`src/rtl/vlsu_pkg.sv`:
```
// Shared VLSU dispatch types: request word, age snapshot tag and queue entry.
// Age tags are sized so that in-flight plus queued ops can never alias modulo 2^CntW.
package vlsu_pkg;

  localparam int DefLdQueueDepth = 4;
  localparam int DefStQueueDepth = 4;
  localparam int DefMaxLdOut     = 2;
  localparam int DefMaxStOut     = 2;
  localparam int CntW = $clog2(DefLdQueueDepth + DefStQueueDepth + DefMaxLdOut + DefMaxStOut) + 1;

  typedef struct packed {
    logic        isLoad;
    logic [7:0]  id;
    logic [31:0] addr;
  } vlsu_req_t;

  typedef logic [CntW-1:0] age_tag_t;

  typedef struct packed {
    vlsu_req_t req;
    age_tag_t  tag;
  } dispatch_entry_t;

endpackage

```
`src/rtl/vlsu_dispatch_queue.sv`:
```
// Generic FIFO, head served from registers (no flow-through): push to data_o valid is 1 cycle.
// Push while full and pop while empty are ignored; the caller gates them with full_o/empty_o.
module vlsu_dispatch_queue #(
  parameter type T     = logic,
  parameter int  DEPTH = 4
) (
  input  logic clk_i,
  input  logic rst_i,
  input  logic push_i,
  input  T     data_i,
  input  logic pop_i,
  output T     data_o,
  output logic full_o,
  output logic empty_o
);

  localparam int AW = $clog2(DEPTH);

  T           mem_q [DEPTH];
  logic [AW:0] wr_ptr_q, wr_ptr_d;
  logic [AW:0] rd_ptr_q, rd_ptr_d;
  logic        do_push, do_pop;

  // Extra pointer MSB distinguishes full from empty when the indices match.
  assign empty_o = (wr_ptr_q == rd_ptr_q);
  assign full_o  = (wr_ptr_q[AW] != rd_ptr_q[AW]) && (wr_ptr_q[AW-1:0] == rd_ptr_q[AW-1:0]);
  assign do_push = push_i && !full_o;
  assign do_pop  = pop_i && !empty_o;
  assign data_o  = mem_q[rd_ptr_q[AW-1:0]];

  always_comb begin
    wr_ptr_d = wr_ptr_q;
    rd_ptr_d = rd_ptr_q;
    if (do_push) wr_ptr_d = wr_ptr_q + (AW+1)'(1);
    if (do_pop)  rd_ptr_d = rd_ptr_q + (AW+1)'(1);
  end

  always_ff @(posedge clk_i) begin
    if (rst_i) begin
      wr_ptr_q <= '0;
      rd_ptr_q <= '0;
    end else begin
      wr_ptr_q <= wr_ptr_d;
      rd_ptr_q <= rd_ptr_d;
    end
  end

  always_ff @(posedge clk_i) begin
    if (do_push) mem_q[wr_ptr_q[AW-1:0]] <= data_i;
  end

endmodule

```
`src/rtl/vlsu_req_dispatcher.sv`:
```
// VLSU request front-end: splits requests into load/store queues, orders them by age snapshots,
// caps outstanding ops per side. Enqueue to dispatch valid >= 1 cycle; per-side valid/ready backpressure.
module vlsu_req_dispatcher
  import vlsu_pkg::*;
#(
  parameter int LdQueueDepth = DefLdQueueDepth,
  parameter int StQueueDepth = DefStQueueDepth,
  parameter int MaxLdOut     = DefMaxLdOut,
  parameter int MaxStOut     = DefMaxStOut,
  localparam int LdOutW      = $clog2(MaxLdOut + 1),
  localparam int StOutW      = $clog2(MaxStOut + 1)
) (
  input  logic              clk_i,
  input  logic              rst_i,
  input  logic              req_valid_i,
  output logic              req_ready_o,
  input  vlsu_req_t         req_i,
  input  logic              core_st_pending_i,
  output logic              ld_req_valid_o,
  input  logic              ld_req_ready_i,
  output vlsu_req_t         ld_req_o,
  output logic              st_req_valid_o,
  input  logic              st_req_ready_i,
  output vlsu_req_t         st_req_o,
  input  logic              ld_done_i,
  input  logic              st_done_i,
  output logic [LdOutW-1:0] ld_outstanding_o,
  output logic [StOutW-1:0] st_outstanding_o,
  output logic              idle_o
);

  localparam logic [LdOutW-1:0] LdOutCap = LdOutW'(MaxLdOut);
  localparam logic [StOutW-1:0] StOutCap = StOutW'(MaxStOut);

  age_tag_t          ld_enq_cnt_q, ld_enq_cnt_d, st_enq_cnt_q, st_enq_cnt_d;
  age_tag_t          ld_done_cnt_q, ld_done_cnt_d, st_done_cnt_q, st_done_cnt_d;
  logic [LdOutW-1:0] ld_out_q, ld_out_d;
  logic [StOutW-1:0] st_out_q, st_out_d;

  dispatch_entry_t ldq_wdata, ldq_head, stq_wdata, stq_head;
  logic            ldq_full, ldq_empty, stq_full, stq_empty;
  logic            ld_push, st_push, ld_fire, st_fire, ld_done_ok, st_done_ok;

  assign req_ready_o = req_i.isLoad ? !ldq_full : !stq_full;
  assign ld_push     = req_valid_i && req_ready_o && req_i.isLoad;
  assign st_push     = req_valid_i && req_ready_o && !req_i.isLoad;

  // Each entry remembers how many opposite-side ops were older than it.
  assign ldq_wdata = '{req: req_i, tag: st_enq_cnt_q};
  assign stq_wdata = '{req: req_i, tag: ld_enq_cnt_q};

  vlsu_dispatch_queue #(.T(dispatch_entry_t), .DEPTH(LdQueueDepth)) u_ldq (
    .clk_i   (clk_i),
    .rst_i   (rst_i),
    .push_i  (ld_push),
    .data_i  (ldq_wdata),
    .pop_i   (ld_fire),
    .data_o  (ldq_head),
    .full_o  (ldq_full),
    .empty_o (ldq_empty)
  );

  vlsu_dispatch_queue #(.T(dispatch_entry_t), .DEPTH(StQueueDepth)) u_stq (
    .clk_i   (clk_i),
    .rst_i   (rst_i),
    .push_i  (st_push),
    .data_i  (stq_wdata),
    .pop_i   (st_fire),
    .data_o  (stq_head),
    .full_o  (stq_full),
    .empty_o (stq_empty)
  );

  assign ld_req_valid_o = !ldq_empty && (st_done_cnt_q == ldq_head.tag) && !core_st_pending_i
                          && (ld_out_q < LdOutCap);
  assign st_req_valid_o = !stq_empty && (ld_done_cnt_q == stq_head.tag) && (st_out_q < StOutCap);
  assign ld_req_o       = ldq_head.req;
  assign st_req_o       = stq_head.req;
  assign ld_fire        = ld_req_valid_o && ld_req_ready_i;
  assign st_fire        = st_req_valid_o && st_req_ready_i;

  // A done pulse with nothing in flight is dropped so age counts stay consistent.
  assign ld_done_ok = ld_done_i && (ld_out_q != '0);
  assign st_done_ok = st_done_i && (st_out_q != '0);

  always_comb begin
    ld_enq_cnt_d  = ld_enq_cnt_q + age_tag_t'(ld_push);
    st_enq_cnt_d  = st_enq_cnt_q + age_tag_t'(st_push);
    ld_done_cnt_d = ld_done_cnt_q + age_tag_t'(ld_done_ok);
    st_done_cnt_d = st_done_cnt_q + age_tag_t'(st_done_ok);
    ld_out_d      = ld_out_q;
    st_out_d      = st_out_q;
    if (ld_fire && !ld_done_ok)      ld_out_d = ld_out_q + LdOutW'(1);
    else if (!ld_fire && ld_done_ok) ld_out_d = ld_out_q - LdOutW'(1);
    if (st_fire && !st_done_ok)      st_out_d = st_out_q + StOutW'(1);
    else if (!st_fire && st_done_ok) st_out_d = st_out_q - StOutW'(1);
  end

  always_ff @(posedge clk_i) begin
    if (rst_i) begin
      ld_enq_cnt_q  <= '0;
      st_enq_cnt_q  <= '0;
      ld_done_cnt_q <= '0;
      st_done_cnt_q <= '0;
      ld_out_q      <= '0;
      st_out_q      <= '0;
    end else begin
      ld_enq_cnt_q  <= ld_enq_cnt_d;
      st_enq_cnt_q  <= st_enq_cnt_d;
      ld_done_cnt_q <= ld_done_cnt_d;
      st_done_cnt_q <= st_done_cnt_d;
      ld_out_q      <= ld_out_d;
      st_out_q      <= st_out_d;
    end
  end

  assign ld_outstanding_o = ld_out_q;
  assign st_outstanding_o = st_out_q;
  assign idle_o = ldq_empty && stq_empty && (ld_out_q == '0) && (st_out_q == '0);

  always @(posedge clk_i) begin
    if (!rst_i) begin
      assert (!(ld_done_i && ld_out_q == '0)) else $warning("ld_done_i with no load outstanding");
      assert (!(st_done_i && st_out_q == '0)) else $warning("st_done_i with no store outstanding");
      assert (ld_out_q <= LdOutCap && st_out_q <= StOutCap) else $error("outstanding count above cap");
    end
  end

endmodule

```
`config.mk`:
```
export PLATFORM = sky130hd
export DESIGN_NAME = vlsu_req_dispatcher
export DESIGN_NICKNAME = d
export VERILOG_FILES = /design/src/rtl/vlsu_pkg.sv /design/src/rtl/vlsu_dispatch_queue.sv /design/src/rtl/vlsu_req_dispatcher.sv
export SDC_FILE = /design/constraint.sdc
export NUM_CORES = 1
export LEC_CHECK = 0
export CAP_MARGIN = 20
export CORE_MARGIN = 10
export CORE_UTILIZATION = 35
export CTS_CLUSTER_SIZE = 16
export DETAILED_ROUTE_END_ITERATION = 8
export PLACE_DENSITY = 0.57
export SETUP_SLACK_MARGIN = 0.4
export SYNTH_ARGS = -nofsm -noshare
export SYNTH_HDL_FRONTEND = slang
export SYNTH_SLANG_ARGS = --single-unit
```
`constraint.sdc`:
```
create_clock -name clk_i -period 7.2 [get_ports clk_i]
set_input_delay 1.44 -clock clk_i [delete_from_list [all_inputs] [get_ports clk_i]]
set_output_delay 1.44 -clock clk_i [all_outputs]
set_load 0.05 [all_outputs]
```
* Word level (Yosys, flattened, before mapping)
Memory sizes are Yosys's and may differ from the RTL's. A register that Yosys moved wholly into a read port is not among the register bits.
Index checks and enable logic that the tools add are counted.
** Cells by class
- Reductions and logical operators :: 41
- Eq/ne operators :: 8
- Mux-type cells :: 13
- Magnitude comparators :: 2
- $add $sub $neg :: 12
** Operator list (number)
- logical AND 1 bit :: 25
- adder 5 x 1 -> 5 bit :: 4
- 2-to-1 mux 2 bit :: 8
- adder 3 x 1 -> 3 bit (second input constant) :: 4
- == test 5 bit :: 2
- logical NOT 1 bit :: 10
- nonzero test 2 bit :: 4
- == test 3 bit :: 2
- 2-to-1 mux 1 bit :: 5
- adder 2 x 1 -> 2 bit (second input constant) :: 2
- == test 2 bit :: 2
- logical NOT 2 bit :: 2
- less-than comparator 2 bit (second input constant) :: 2
- subtractor 2 x 1 -> 2 bit (second input constant) :: 2
- != test 1 bit :: 2
** Storage, ports and cells
- Input bits :: 49
- Bits in registers :: 36
- RAM bits :: 368
- Memories kept :: 2
- Word-level logic and storage cells :: 88
** Memory list
- u_ldq.mem_q :: words 4, width 46, read ports 1, clocked after memory_dff 1, write ports 1, RTL line vlsu_dispatch_queue.sv:19 : T mem_q [DEPTH];
- u_stq.mem_q :: words 4, width 46, read ports 1, clocked after memory_dff 1, write ports 1, RTL line vlsu_dispatch_queue.sv:19

* Longest topological paths before layout
Gate-level depths: netlist of run 1.
- Depth in word-level cells :: 10
- Gate-level depth with buffers :: 9
- Mapped depth without buffers :: 8

* By module
Synthesis of run 1 repeated with hierarchy kept, for this count alone.
** Unflattened totals
- Cells, all modules :: 735
- Area, all modules :: 15528.6 um^2
** Modules (own cells, without submodules)
- vlsu_dispatch_queue :: area each 7198.2 um^2, cells each 308, sequential area each 5685.5 um^2, instances 2
- vlsu_req_dispatcher :: area each 1132.3 um^2, cells each 119, sequential area each 480.5 um^2, instances 1

* Worst setup path before layout of run 1
OpenSTA, ideal clock, no wires.
- Kind :: reg2out
- From :: register st_out_q[1], in the netlist st_outstanding_o[1]
- To :: output idle_o
- Stages on the path, launching flop included :: 3
- Arrival time :: 2.512 ns
- Slack :: 3.248 ns
- Data required time :: 5.760 ns
- Cell sequence :: dfxtp_1 > or4_1 > nor4_1
** On the way
- Longest elaborated chain between the ends :: 2
** Ends and longest elaborated chain
- start: declaration :: RTL line vlsu_req_dispatcher.sv:38 : logic [StOutW-1:0] st_out_q, st_out_d;
- start signal: assignment :: RTL line vlsu_req_dispatcher.sv:113 : st_out_q <= st_out_d;
- logical NOT 2 bit :: RTL line vlsu_req_dispatcher.sv:119 : assign idle_o = ldq_empty && stq_empty && (ld_out_q == '0) && (st_out_q == '0);
- logical AND 1 bit :: RTL line vlsu_req_dispatcher.sv:119
- end: declaration :: RTL line vlsu_req_dispatcher.sv:29 : output logic idle_o
Every way passes these cells.

==> metrics.md, run 1 <==
| Metric | Value |
|---|---|
| I/O Buffers | `around 140` |
| Final setup TNS | `0 ns` |
| Power share of the clock group | `41.5%` |
| Post-synth EDFFs | `around 370` |
| Starting Density | `35.33%` |
| CTS tree | `yes` |
| CP Capture Type | `primary output` |
| Filler cells | `3,740` |
| Hold Path Class | `reg -> reg` |
| Final hold violation count | `0` |
| CP max stage delay | `slightly below 0.9 ns` |
| CTS Buf Count | `43` |
| RSZ-0062 raised after global routing | `no` |
| HP Start | `st_enq_cnt_q[0]` |
| Layout net count | `929` |
| Worst Reg-to-Reg Cells | `8` |
| Max Freq | `199.8 MHz` |
| Cell leakage power | `5.968 nW` |
| Initial DRC count | `540` |
| P per Cell Area | `275.6 nW/um2` |
| Die area | `about 52,000 um2` |
| Routed vias/inst | `4.815` |
| Critical path cell sequence | `buf_16 -> mux4_2 -> xor2_1 -> a211o_1 -> nor2_1 -> clkdlybuf4s50_1` |
| Post-CTS sizing | `0` |
| Syn Nets | `757` |
| Most frequent cell after synthesis | `edfxtp_1` |
| DP Worst Slack | `2.377 ns` |
| Post-synthesis sequential area ratio | `78.04%` |
| RR Endpoint | `st_outstanding_o[1]` |
| TritonCTS Sinks | `around 410` |
| Final WS setup | `~2.2 ns` |
| Primary FF master, synth | `edfxtp_1` |
| Worst Path Required | `5.76 ns` |
| FP Rows | `76` |
| Cell taking the most area after synthesis | `edfxtp_1` |
| Maximum VDD drop | `155.5 uV` |
| Area of the multi-input gates | `about 3200 um2` |
| Max Slew Vio Count | `0` |
| Avg Inst Size Synth | `roughly 22 um2` |
| Post-DRT Antenna Nets | `0` |
| Relative slew slack | `47.68%` |
| Layout cells sized above 1 | `20.02%` |
| Top-area cell type share of the netlist area | `72.76%` |
| Die width | `228.3 um` |
| Vias in the first global route | `7,608` |
| Detailed Routing Iterations Pass 1 | `4` |
| Final setup violation count | `0` |
| Max-cap violations | `0` |
| Outcome | `complete, no violations` |
| Int Pwr | `0.004024 W` |
| Htree depth | `2` |
| Worst Hold Depth | `0` |
| Largest net degree at the start of global routing | `48` |
| Hold Buf Count CTS | `0` |
| Switching fraction of total power | `a little over a fifth` |
| GRT Residual Overflow | `0` |
| Final Skew | `0.01832 ns` |
| Psw | `0.001126 W` |
| Root Buffer | `clkbuf_16` |
| Clock slew at reported path FFs | `~0.060 ns` |
| Core Region | `42,980 um2` |
| Residual DRC | `0` |
| Diode count | `0` |
| First-pass GRT wire length | `49,820 um` |
| Antenna violations before repair | `0` |
| Yosys reg bits | `408` |
| Area grow syn2layout | `23.05%` |
| Post-DP HPWL | `19,850 um` |
| Mapped cell area | `around 15,000 um2` |
| Crit Path Max Fanout | `39` |
| Setup Fix Bufs, Post-CTS | `0` |
| Final wirelength | `32,690 um` |
| Combinational group share of total power | `6.9%` |
| Number of top-level pins | `139` |
| Fin crit period | `roughly 5.0 ns` |
| Worst hold slack | `0.5194 ns` |
| Placed cell area | `17,310 um2` |
| Hold EP | `u_ldq.mem_q[1][0]` |
| Final Power | `slightly above 0.005 W` |
| Critical path class | `reg -> out` |
| Fin crit share | `69.52%` |
| Clock Latency Late Sink | `0.56 ns` |
| Asr flop ratio synth | `0%` |
| Mapped Cells | `688` |
| Area contributors post-synth | `edfxtp_1, mux4_2, dfxtp_1` |
| Sequential Power Share | `between 50% and 60%` |
| Clock Path Buffers | `3` |
| Total number of vias | `around 7k` |
| Crit path DAT | `~3.6 ns` |
| YS warnings | `0` |
| GRT Total Usage | `between 10% and 20%` |
| Fin area | `approximately 19,000 um2` |
| Most frequent cells after synthesis | `edfxtp_1, mux4_2, dfxtp_1` |
| Drt wl/cell | `between 20 and 25 um` |
| Worst Tran Pin Value | `0.7847 ns` |
| GP Congestion | `between 0.7 and 0.8` |
| Chip Height | `228.3 um` |
| Worst setup SP type | `register` |
| Cell variety after synth | `34` |
| R2r setup slk | `roughly 4 ns` |
| Critical-path top delay cell | `clkdlybuf4s50_1` |
| Sequential cell area | `11,860 um2` |
-- metrics by stage --
step,std cells,util [%]
floorplan,688,-
global placement,1399,40.27
detailed placement,1399,40.27
CTS,1478,43.42
global route,1479,43.48
finish,1479,43.48
-- worst max path at each step --
stage | endpoint | slack [ns] | cells after the start
6_report | st_req_valid_o | 2.19 | 6
5_1_grt | st_req_valid_o | 1.99 | 6
4_1_cts | st_req_valid_o | 1.76 | 5
3_5_place_dp | st_req_valid_o | 2.38 | 5
3_3_place_gp | st_req_valid_o | 2.35 | 5
2_1_floorplan | ld_req_valid_o | 3.25 | 3
-- flip-flops by register name, summed over array words and instances, names as in the netlist, 5 cells and up, named ones only --
| register | count |
|---|---|
| st_done_cnt_q | 5 |
| u_stq.mem_q | 184 |
| ld_enq_cnt_q | 5 |
| ld_done_cnt_q | 5 |
| u_ldq.mem_q | 184 |
| st_enq_cnt_q | 5 |
-- routing by layer --
metal	vias up	routed length [um]	track usage (%)
met5	-	0	0
li1	3152	-	-
met3	36	1912	3.351
met2	168	15380	19.49
met4	0	454	2.895
met1	3765	14940	17.29
-- power groups by stage --
stage | clock network [W] | logic [W] | registers [W]
6_report | 0.00213 | 0.000355 | 0.00266
5_1_grt | 0.00229 | 0.000380 | 0.00266
4_1_cts | 0.00220 | 0.000361 | 0.00266
3_5_place_dp | 0 | 0.000360 | 0.00271
3_3_place_gp | 0 | 0.000358 | 0.00271
2_1_floorplan | 0 | 0.000191 | 0.00272
-- critical path: cells and delay by family, from the launching register on --
family / cells / cell delay (ns)
muxes: 1 / 0.56
AOI/OAI and AO/OA: 1 / 0.32
buffers and inverters: 2 / 1.19
xor gates and xnor gates: 1 / 0.15
DFF: 1 / 0.47
and+or+nand+nor: 1 / 0.29
-- layout by cell type, fill, tap and decap left out, types with 2 or more instances in the layout --
cell type / instances
clkbuf_16: 43
ha_1: 20
mux2_1: 2
mux4_2: 92
dfxtp_4: 2
o31ai_1: 2
inv_1: 9
and2_2: 8
nor2_1: 27
nand2b_1: 4
buf_4: 12
xor2_1: 16
or3_1: 2
bufinv_16: 4
or4_1: 3
edfxtp_1: 368
nand3_1: 10
clkdlybuf4s50_1: 137
inv_6: 3
mux2i_1: 2
a31oi_1: 2
mux2_2: 2
o21ai_0: 4
nand2_1: 5
clkinv_2: 6
a311oi_1: 2
clkinv_1: 6
a21oi_1: 6
xnor2_1: 21
dfxtp_2: 2
nor2b_1: 10
dfxtp_1: 36
clkbuf_1: 15
-- cell families (layout without fill, tap and decap cells) --
logic type | Yosys count | after routing | share of synthesized area (%)
AOI/OAI and AO/OA | 19 | 19 | 0.7992
adders and majority gates | 20 | 20 | 1.648
xor gates and xnor gates | 37 | 37 | 2.134
and+or+nand+nor | 73 | 73 | 2.439
DFF | 408 | 408 | 78.04
muxes | 98 | 98 | 14.07
buffers and inverters | 33 | 239 | 0.8732
-- layout make-up --
cell class,count,share of cell area [%]
Timing Repair Buffer,151,7.994
Clock buffer,59,6.133
Tap cell,585,3.917
Multi-Input combinational cell,247,17.19
Sequential cell,408,63.47
Clock inverter,20,1.111
Inverter,9,0.1808
Power figures use the tool's default switching activity.
==> inputs of run 2 (changes only) <==
--- a/config.mk
+++ b/config.mk
@@ -10,7 +10,7 @@
 export CORE_UTILIZATION = 35
 export CTS_CLUSTER_SIZE = 16
 export DETAILED_ROUTE_END_ITERATION = 8
-export PLACE_DENSITY = 0.57
+export PLACE_DENSITY = 0.59
 export SETUP_SLACK_MARGIN = 0.4
 export SYNTH_ARGS = -nofsm -noshare
 export SYNTH_HDL_FRONTEND = slang
==> constraint.sdc (replaced) <==
create_clock -name clk_i -period 4.2 [get_ports clk_i]
set_input_delay 0.84 -clock clk_i [delete_from_list [all_inputs] [get_ports clk_i]]
set_output_delay 0.84 -clock clk_i [all_outputs]
set_load 0.05 [all_outputs]
==> metrics.md, run 2 (synthesis gave the netlist of run 1 again) <==
| Metric | Value |
|---|---|
| Outcome | `complete, no violations` |
| Fin crit share | `87.20%` |
| Filler cells | `about 3.7k` |
| RR Endpoint | `ld_outstanding_o[1]` |
| Vias in the first global route | `7,397` |
| Met1 Use GR | `17.86%` |
| Clock Path Buffers | `3` |
| Final Util | `44.32%` |
| CP max stage delay | `0.72 ns` |
| Routed vias/inst | `4.783` |
| Fin crit period | `3.662 ns` |
| Final wirelength | `~33,000 um` |
| Cell leakage power | `6.167 nW` |
| Setup Fix Bufs, Post-CTS | `0` |
| Crit path DAT | `2.82 ns` |
| Worst Path Required | `3.36 ns` |
| Htree depth | `2` |
| Detailed Routing Iterations Pass 1 | `4` |
| Area grow syn2layout | `25.42%` |
| Critical path class | `reg -> out` |
| Clock slew at reported path FFs | `0.06 ns` |
| Die area | `52,120 um2` |
| HP Start | `ld_enq_cnt_q[0]` |
| Final setup violation count | `0` |
| R2r setup slk | `1.21 ns` |
| Residual DRC | `0` |
| Worst setup SP type | `register` |
| Final hold violation count | `0` |
| Hold Buf Count CTS | `0` |
| Relative slew slack | `51.14%` |
| First-pass GRT wire length | `49,720 um` |
| Fin area | `19,050 um2` |
| GRT Total Usage | `12.65%` |
| Critical-path top delay cell | `clkdlybuf4s50_1` |
| Final Power | `between 0.009 and 0.01 W` |
| Layout cells sized above 1 | `21.33%` |
| Chip Height | `228.3 um` |
| Placed cells | `1,409` |
| Hold Path Class | `reg -> reg` |
| Max Slew Vio Count | `0` |
| Met2 GRT Util | `18.96%` |
| CTS tree | `yes` |
| Maximum VDD drop | `231.5 uV` |
| Worst Setup EP | `ld_req_o[30]` |
| RSZ-0062 raised after global routing | `no` |
| Core Region | `approximately 43,000 um2` |
| TritonCTS Sinks | `408` |
| Worst Reg-to-Reg Cells | `7` |
| Starting Density | `35.33%` |
| GP Congestion | `0.7149` |
| Layout net count | `940` |
| Initial DRC count | `500` |
| CTS Buf Count | `45` |
| Diode count | `0` |
| I/O Buffers | `138` |
| Grt met3 use | `2.991%` |
| Die width | `about 230 um` |
| Clock Latency Late Sink | `0.56 ns` |
| Commonest cells after routing, fill and taps aside | `edfxtp_1, clkdlybuf4s50_1, mux4_2, clkbuf_16, dfxtp_1` |
| Post-DRT Antenna Nets | `0` |
| Antenna violations before repair | `1` |
| Placed cell area | `17,540 um2` |
| Crit Path Max Fanout | `17` |
| Total number of vias | `7,126` |
| Worst Tran Pin Value | `0.7328 ns` |
| Most Crowded Layer GR | `met2` |
| Commonest non-fill, non-tap cell in the layout | `edfxtp_1` |
| Final setup TNS | `0 ns` |
| Drt wl/cell | `21.99 um` |
| Number of top-level pins | `139` |
| Final Skew | `approximately 0.010 ns` |
| FP Rows | `76` |
| P per Cell Area | `478.6 nW/um2` |
| GRT Residual Overflow | `0` |
| Max Freq | `273.0 MHz` |
| CP Capture Type | `primary output` |
| Largest net degree at the start of global routing | `47` |
| Root Buffer | `clkbuf_16` |
| Critical path cell sequence | `buf_4 -> mux4_2 -> clkdlybuf4s50_1` |
| Post-DP HPWL | `between 15,000 and 20,000 um` |
| Max-cap violations | `0` |
| Layout Cells excl Fill | `1,490` |
-- run 2: cell count changes in the layout (fill, tap and decap cells not counted), sizes merged, moves of 2 or more --
cell | before | now
buf | 14 | 23
clkdlybuf4s50 | 137 | 129
inv | 12 | 10
bufinv | 4 | 6
dlymetal6s2s | 0 | 5
clkinv | 13 | 16
dlygate4sd2 | 0 | 2
-- run 2: routing by layer --
layer,vias up,routed length (um)
li1,3187,-
met1,3709,15440
met2,183,14940
met3,45,1711
met4,2,663
met5,-,7
-- run 2: worst min path at each step --
stage                             end  slack, ns  depth (start not counted)
global placement    u_ldq.mem_q[2][0]       0.50                          0
detailed placement  u_stq.mem_q[0][0]       0.51                          0
floorplan           u_ldq.mem_q[0][0]       0.47                          0
CTS                 u_stq.mem_q[1][0]       0.52                          0
finish              u_stq.mem_q[1][0]       0.52                          0
global route        u_stq.mem_q[1][0]       0.53                          0
-- run 2: layout make-up --
type / count / area [um2] / share of cell area (%)
tap: 585 / 732.0 / 3.843
clock buffer: 57 / 1224 / 6.424
sequential: 408 / 11860 / 62.27
timing repair buffer: 160 / 1717 / 9.012
clock inverter: 24 / 267.8 / 1.406
multi-input combinational: 247 / 3213 / 16.87
inverter: 9 / 33.78 / 0.1774
-- run 2: worst max-delay path: cells and delay by family (launching register included) --
kind / cells / cell delay [ns]
flip-flops: 1 / 0.58
buffers and inverters: 2 / 1.09
multiplexers: 1 / 0.55
-- run 2: where the power goes --
part	internal (W)	switching (W)	total, W	leakage [nW]
combinational	0.000224	0.000389	0.000614	1.72
sequential	0.00452	0.0000375	0.00456	3.72
clock	0.00242	0.00152	0.00394	0.726
-- run 2: stage by stage --
step	setup slack [ns]	hold slack, ns
6_report	0.5376	0.5217
5_1_grt	0.4072	0.5279
4_1_cts	0.3949	0.5162
3_5_place_dp	0.5833	0.5109
3_3_place_gp	0.6357	0.4967
2_1_floorplan	0.8482	0.4666
-- run 2: what timing repair did --
action / in CTS / in global routing
endpoints found under the setup margin: 24 / 6
gates resized for setup: 5 / 7
endpoints found under the hold margin: 0 / 0
gates cloned: 0 / 0
